--- src/rtl/debug_uart_framer.sv ---
// Debug UART framer: captures debug GPIO changes and glitch-attempt records,
// frames them into a byte FIFO and drains the FIFO into uart_tx via the
// tx_start/tx_busy handshake. Also keeps the sticky success-code flag.
module debug_uart_framer #(
  parameter int unsigned DEPTH_LOG2 = 6,
  parameter logic [7:0]  DEBUG_INIT = 8'h55,
  parameter logic [7:0]  MATCH_A    = 8'h88,
  parameter logic [7:0]  MATCH_B    = 8'h25
) (
  input  logic                  CLK,
  input  logic                  RST,
  input  logic [7:0]            debug_in,
  input  logic                  debug_en,
  input  logic                  debug_force,
  input  logic                  rec_valid,
  output logic                  rec_ready,
  input  logic [15:0]           rec_a,
  input  logic [15:0]           rec_b,
  input  logic [15:0]           rec_c,
  input  logic                  hit_clr,
  output logic                  hit,
  output logic                  tx_start,
  output logic [7:0]            tx_data,
  input  logic                  tx_busy,
  output logic [DEPTH_LOG2:0]   fifo_level,
  output logic [7:0]            drop_cnt
);

  localparam int unsigned DEPTH = 1 << DEPTH_LOG2;
  localparam logic [DEPTH_LOG2:0] DEPTH_L = {1'b1, {DEPTH_LOG2{1'b0}}};
  localparam logic [DEPTH_LOG2:0] REC_LEN = (DEPTH_LOG2 + 1)'(9);

  localparam logic       SER_IDLE  = 1'b0;
  localparam logic       SER_EMIT  = 1'b1;
  localparam logic [1:0] DRN_IDLE  = 2'd0;
  localparam logic [1:0] DRN_START = 2'd1;
  localparam logic [1:0] DRN_WAIT  = 2'd2;

  logic [7:0]            mem [DEPTH];
  logic [DEPTH_LOG2-1:0] wr_ptr;
  logic [DEPTH_LOG2-1:0] rd_ptr;
  logic [DEPTH_LOG2:0]   level;

  logic                  ser_state;
  logic [3:0]            idx;
  logic [15:0]           lat_a;
  logic [15:0]           lat_b;
  logic [15:0]           lat_c;

  logic [7:0]            last_debug;
  logic [1:0]            drn_state;

  logic                  fifo_full;
  logic                  fifo_empty;
  logic [DEPTH_LOG2:0]   free_space;
  logic                  pop;
  logic                  rec_take;
  logic                  rec_accept;
  logic                  rec_drop;
  logic                  cap_trig;
  logic                  cap_match;
  logic                  cap_room;
  logic                  drop_inc;
  logic                  push;
  logic [7:0]            push_data;

  assign fifo_full  = (level == DEPTH_L);
  assign fifo_empty = (level == '0);
  assign free_space = DEPTH_L - level;

  assign pop        = (drn_state == DRN_IDLE) && !fifo_empty && !tx_busy;

  // Any offered record in IDLE is consumed; it is written only if it fits whole.
  assign rec_take   = (ser_state == SER_IDLE) && rec_valid;
  assign rec_accept = rec_take && (free_space >= REC_LEN);
  assign rec_drop   = rec_take && !rec_accept;

  // Capture is blocked while a frame is emitted or a record is taken this cycle;
  // last_debug is untouched then, so a pending change is seen again later.
  assign cap_trig   = (ser_state == SER_IDLE) && !rec_valid && debug_en &&
                      ((debug_in != last_debug) || debug_force);
  assign cap_match  = (debug_in == MATCH_A) || (debug_in == MATCH_B);
  // A simultaneous pop frees the head slot, so a full FIFO can still take a byte.
  assign cap_room   = !fifo_full || pop;
  assign drop_inc   = rec_drop || (cap_trig && !cap_room);

  // Select the byte to push: frame bytes during EMIT, else a captured debug byte.
  always_comb begin
    push      = 1'b0;
    push_data = 8'h00;
    if (ser_state == SER_EMIT) begin
      push = 1'b1;
      case (idx)
        4'd0:    push_data = 8'h55;
        4'd1:    push_data = 8'hAA;
        4'd2:    push_data = lat_a[15:8];
        4'd3:    push_data = lat_a[7:0];
        4'd4:    push_data = lat_b[15:8];
        4'd5:    push_data = lat_b[7:0];
        4'd6:    push_data = lat_c[15:8];
        4'd7:    push_data = lat_c[7:0];
        default: push_data = 8'h55;
      endcase
    end else if (cap_trig && cap_room) begin
      push      = 1'b1;
      push_data = debug_in;
    end
  end

  // FIFO storage; contents need no reset since level gates every read.
  always_ff @(posedge CLK) begin
    if (push) begin
      mem[wr_ptr] <= push_data;
    end
  end

  // FIFO pointers and occupancy.
  always_ff @(posedge CLK or posedge RST) begin
    if (RST) begin
      wr_ptr <= '0;
      rd_ptr <= '0;
      level  <= '0;
    end else begin
      if (push) begin
        wr_ptr <= wr_ptr + 1'b1;
      end
      if (pop) begin
        rd_ptr <= rd_ptr + 1'b1;
      end
      case ({push, pop})
        2'b10:   level <= level + 1'b1;
        2'b01:   level <= level - 1'b1;
        default: level <= level;
      endcase
    end
  end

  // Record serializer: latch fields on accept, then emit nine bytes back to back.
  always_ff @(posedge CLK or posedge RST) begin
    if (RST) begin
      ser_state <= SER_IDLE;
      idx       <= 4'd0;
      lat_a     <= 16'h0000;
      lat_b     <= 16'h0000;
      lat_c     <= 16'h0000;
    end else if (ser_state == SER_IDLE) begin
      if (rec_accept) begin
        lat_a     <= rec_a;
        lat_b     <= rec_b;
        lat_c     <= rec_c;
        idx       <= 4'd0;
        ser_state <= SER_EMIT;
      end
    end else begin
      if (idx == 4'd8) begin
        idx       <= 4'd0;
        ser_state <= SER_IDLE;
      end else begin
        idx <= idx + 4'd1;
      end
    end
  end

  // Debug tracking, sticky hit (set beats clear) and saturating drop counter.
  always_ff @(posedge CLK or posedge RST) begin
    if (RST) begin
      last_debug <= DEBUG_INIT;
      hit        <= 1'b0;
      drop_cnt   <= 8'h00;
    end else begin
      if (cap_trig) begin
        last_debug <= debug_in;
      end
      if (cap_trig && cap_match) begin
        hit <= 1'b1;
      end else if (hit_clr) begin
        hit <= 1'b0;
      end
      if (drop_inc && (drop_cnt != 8'hFF)) begin
        drop_cnt <= drop_cnt + 8'd1;
      end
    end
  end

  // Drain FSM: pop into tx_data, hold tx_start until uart_tx goes busy, wait idle.
  always_ff @(posedge CLK or posedge RST) begin
    if (RST) begin
      drn_state <= DRN_IDLE;
      tx_data   <= 8'h00;
    end else begin
      case (drn_state)
        DRN_IDLE: begin
          if (pop) begin
            tx_data   <= mem[rd_ptr];
            drn_state <= DRN_START;
          end
        end
        DRN_START: begin
          if (tx_busy) begin
            drn_state <= DRN_WAIT;
          end
        end
        DRN_WAIT: begin
          if (!tx_busy) begin
            drn_state <= DRN_IDLE;
          end
        end
        default: drn_state <= DRN_IDLE;
      endcase
    end
  end

  assign rec_ready  = (ser_state == SER_IDLE);
  assign tx_start   = (drn_state == DRN_START);
  assign fifo_level = level;

endmodule

--- config.mk ---
export PLATFORM = sky130hd
export DESIGN_NAME = debug_uart_framer
export DESIGN_NICKNAME = d
export VERILOG_FILES = /design/src/rtl/debug_uart_framer.sv
export SDC_FILE = /design/constraint.sdc
export NUM_CORES = 1
export LEC_CHECK = 0
export CORE_ASPECT_RATIO = 1.4
export CORE_UTILIZATION = 40
export CTS_CLUSTER_DIAMETER = 30
export DETAILED_ROUTE_END_ITERATION = 6
export PLACE_DENSITY = 0.55
export SLEW_MARGIN = 20
export SYNTH_ARGS = -nofsm -noshare
export SYNTH_HDL_FRONTEND = slang
export SYNTH_SLANG_ARGS = --single-unit
--- constraint.sdc ---
create_clock -name CLK -period 4.2 [get_ports CLK]
set_clock_uncertainty 0.05 [all_clocks]
set_input_delay 1.05 -clock CLK [delete_from_list [all_inputs] [get_ports CLK]]
set_output_delay 1.05 -clock CLK [all_outputs]
set_load 0.02 [all_outputs]
==> metrics.md <==
| Metric | Value |
|---|---|
| Status | finished clean |
| Hold depth | 2 |
| Hold WC Path Type | reg -> reg |
| CTS Buffer Depth | 3 |
| Drt wl/cell | between 20 and 25 um |
| Yosys reg bits | around 610 |
| LEAKAGE | 10.9 nW |
| H-Tree Depth | 3 |
| Overflow after GRT | 0 |
| Via count | between 10,000 and 15,000 |
| Synth top area cells | edfxtp_1, mux4_2, dfrtp_1, mux2i_1, mux2_4 |
| CTS Sinks | slightly above 600 |
| Cells after DPL | 2,316 |
| Share of cells above drive strength 1 | between 30 and 40% |
| Drt drc | 0 |
| Main synth FF type | edfxtp_1 |
| Yosys top cell by area | edfxtp_1 |
| Initial antenna violation count | 0 |
| VDD IR max | approximately 510 uV |
| Fmax | 283 MHz |
| Dpl hpwl | 39,100 um |
| Rows | 108 |
| Slew Limit Fails | 0 |
| Gr usage total | around a fifth |
| Initial Util | between 40% and 50% |
| Period utilization | between 80% and 90% |
| First-pass GRT wire length | 90,100 um |
| RSZ-0062 raised after global routing | false |
| # setup viols final | 0 |
| # Post-CTS Setup Buffers | 0 |
| Vias/cell | between 5 and 6 |
| Seq/Total Area, Yosys | between 70 and 80% |
| Clock insertion delay at the later pin of the skew report | around 640 ps |
| CP endpoint kind | flop |
| Pwr dens | 833 nW/um^2 |
| Clock slew at reported path FFs | approximately 50 ps |
| Number of synthesized flops with an enable pin | approximately 510 |
| Post-DRT Antenna Nets | 0 |
| Die Span X | between 200 and 250 um |
| Crit Path Class | in -> reg |
| Die Height | between 200 and 300 um |
| Routability cong. | just under 0.9 |
| Mapped Cells | around 1,400 |
| IO Pins | 89 |
| Initial drt markers | 735 |
| Vias in the first global route | 14,400 |
| Syn Std Cell Area | 25,100 um^2 |
| Worst R2R Path Depth | 8 |
| Worst EP arrival | around 4000 ps |
| Crit-path max FO | 3 |
| Max cap viols | 0 |
| Clock Tree Root | clkbuf_16 |
| Core area | between 60,000 and 70,000 um^2 |
| CP required | about 4700 ps |
| Post-layout util | about half |
| Die area | ~64,000 um^2 |
| FILL cells | between 5,000 and 6,000 |
| Synth warnings | 0 |
| Nets@finish | 1,670 |
| Yosys cell types | between 70 and 80 |
| Final cell count without fillers | around 2,500 |
| CTS buffer count | between 100 and 150 |
| Largest net degree at the start of global routing | 65 |
| Worst slew pin tran | 1070 ps |
| Area share of the largest cell type after synthesis | between 60% and 70% |
| Final Hold Violating Endpoints | 0 |
| CP startpoint kind | primary input |
| Synth-to-layout area growth | 24.3% |
| First-pass DRT Iterations | 6 |
| Crit path time final | 3530 ps |
| Synth Area per Inst | roughly 18 um^2 |
| Hold buffer count at cts | 0 |
| CTS tree | done |
| # diodes | 0 |
| Buffers on Ports | roughly 90 |
| Slew margin rel. | between 20% and 30% |
| # resized after CTS | 0 |
| Syn Nets | between 1,000 and 1,500 |
| Detailed-route wire length | around 60,000 um |
| Async SR Flop Fraction | approximately 16% |
==> layout by cell type (no fill, tap or decap), types with 12 or more instances in the layout <==
cell type,instances
o221ai_1,13
buf_4,107
nand3_1,23
mux2_4,45
nand2_1,41
ha_1,12
inv_8,13
clkdlybuf4s50_1,88
edfxtp_1,512
dfrtp_1,92
mux4_2,112
mux2_2,23
inv_6,23
o21ai_0,30
xnor2_1,22
clkbuf_16,103
a21oi_1,21
clkinv_4,15
xor2_1,15
a22oi_1,23
mux2i_1,68
nor2_1,78
==> synth_stat cells, types with 6 or more instances <==
cell type and instances:
nand3_1 23, xor2_1 15, mux4_2 112, a22oi_1 23, nor4_1 11, nand2_1 41
o22ai_1 9, edfxtp_1 512, nand3b_1 8, o221ai_1 13, nor3_1 6, mux2i_1 68
mux2_2 23, nand4_1 7, xnor2_1 22, clkbuf_1 28, buf_2 32, mux2_4 45
dfrtp_1 95, nor2_1 82, nand2b_1 7, inv_1 12, buf_1 14, ha_1 12
o21ai_0 30, a21oi_1 21, buf_4 6, a32oi_1 8
==> where the power goes <==
group          internal, mW  switching [mW]
Sequential             8.93           0.833
Clock                  5.05            3.23
Combinational          3.23            4.76
Total                  17.2            8.82
==> path summary, 6_finish.rpt <==
path                              from       endpoint  slack, ps
max                        debug_in[3]  fifo_level[6]        670
min                         tx_data[4]     tx_data[4]        450
max reg2reg                     idx[1]     mem[29][6]        730
min reg2reg                 tx_data[4]     tx_data[4]        450
max in group asynchronous          RST      rd_ptr[1]       2500
min in group asynchronous          RST      lat_a[10]        790
==> flip-flops by register name, summed over array words and instances (netlist names) <==
| name | flops |
|---|---|
| rd_ptr | 6 |
| wr_ptr | 6 |
| fifo_level | 7 |
| lat_b | 16 |
| ser_state | 1 |
| drop_cnt | 8 |
| lat_c | 16 |
| last_debug | 8 |
| drn_state | 2 |
| mem | 512 |
| tx_data | 8 |
| hit | 1 |
| idx | 4 |
| lat_a | 16 |
==> area by class of cell <==
class | count | area [um^2] | share of cell area, %
clock buffer | 111 | 2650 | 8.47
inverter | 14 | 55.1 | 0.176
tap | 825 | 1030 | 3.30
timing repair buffer | 206 | 1910 | 6.12
sequential | 611 | 17900 | 57.2
clock inverter | 81 | 866 | 2.77
multi-input combinational | 661 | 6870 | 22.0
==> cells by family after synthesis <==
logic type | Yosys count | share of synthesized area, %
flops | 611 | 71.0
mux | 248 | 16.5
xor+xnor | 37 | 1.29
compound gates | 145 | 4.10
buf+inv | 102 | 2.17
simple gates | 219 | 4.35
fa+ha+maj | 12 | 0.597
==> through the flow <==
step | hold WS (ps) | total power [mW] | setup TNS [ps] | worst slack, ps | cell area [um^2]
floorplan | 411 | 14.7 | 0 | 10.9 | 25100
global route | 475 | 27.2 | 0 | 428 | 31300
finish | 446 | 26.0 | 0 | 666 | 31300
detailed placement | 435 | 18.0 | -3.42 | -3.42 | 27700
global placement | 434 | 17.9 | 0 | 36.1 | 27700
CTS | 449 | 26.3 | 0 | 331 | 31200
==> critical path: stages <==
cell and delay [ps]:
clkdlybuf4s50_1 430, xor2_1 150, nor4_1 300, nand4_1 240, o21ai_2 250, ha_1 210, xor2_1 150, ha_1 200
or3_1 110, a21oi_1 60, nor3_1 410, mux2i_1 230, a21oi_1 90, xnor2_1 130
==> routing by layer <==
layer	wire length [um]	global-route usage (%)	up-vias
met2	31800	34.3	368
met4	1780	7.77	0
li1	-	-	5992
met1	23300	23.0	6996
met5	0	0	-
met3	2770	3.29	106
No activity file was read; power rests on OpenSTA's default activity.
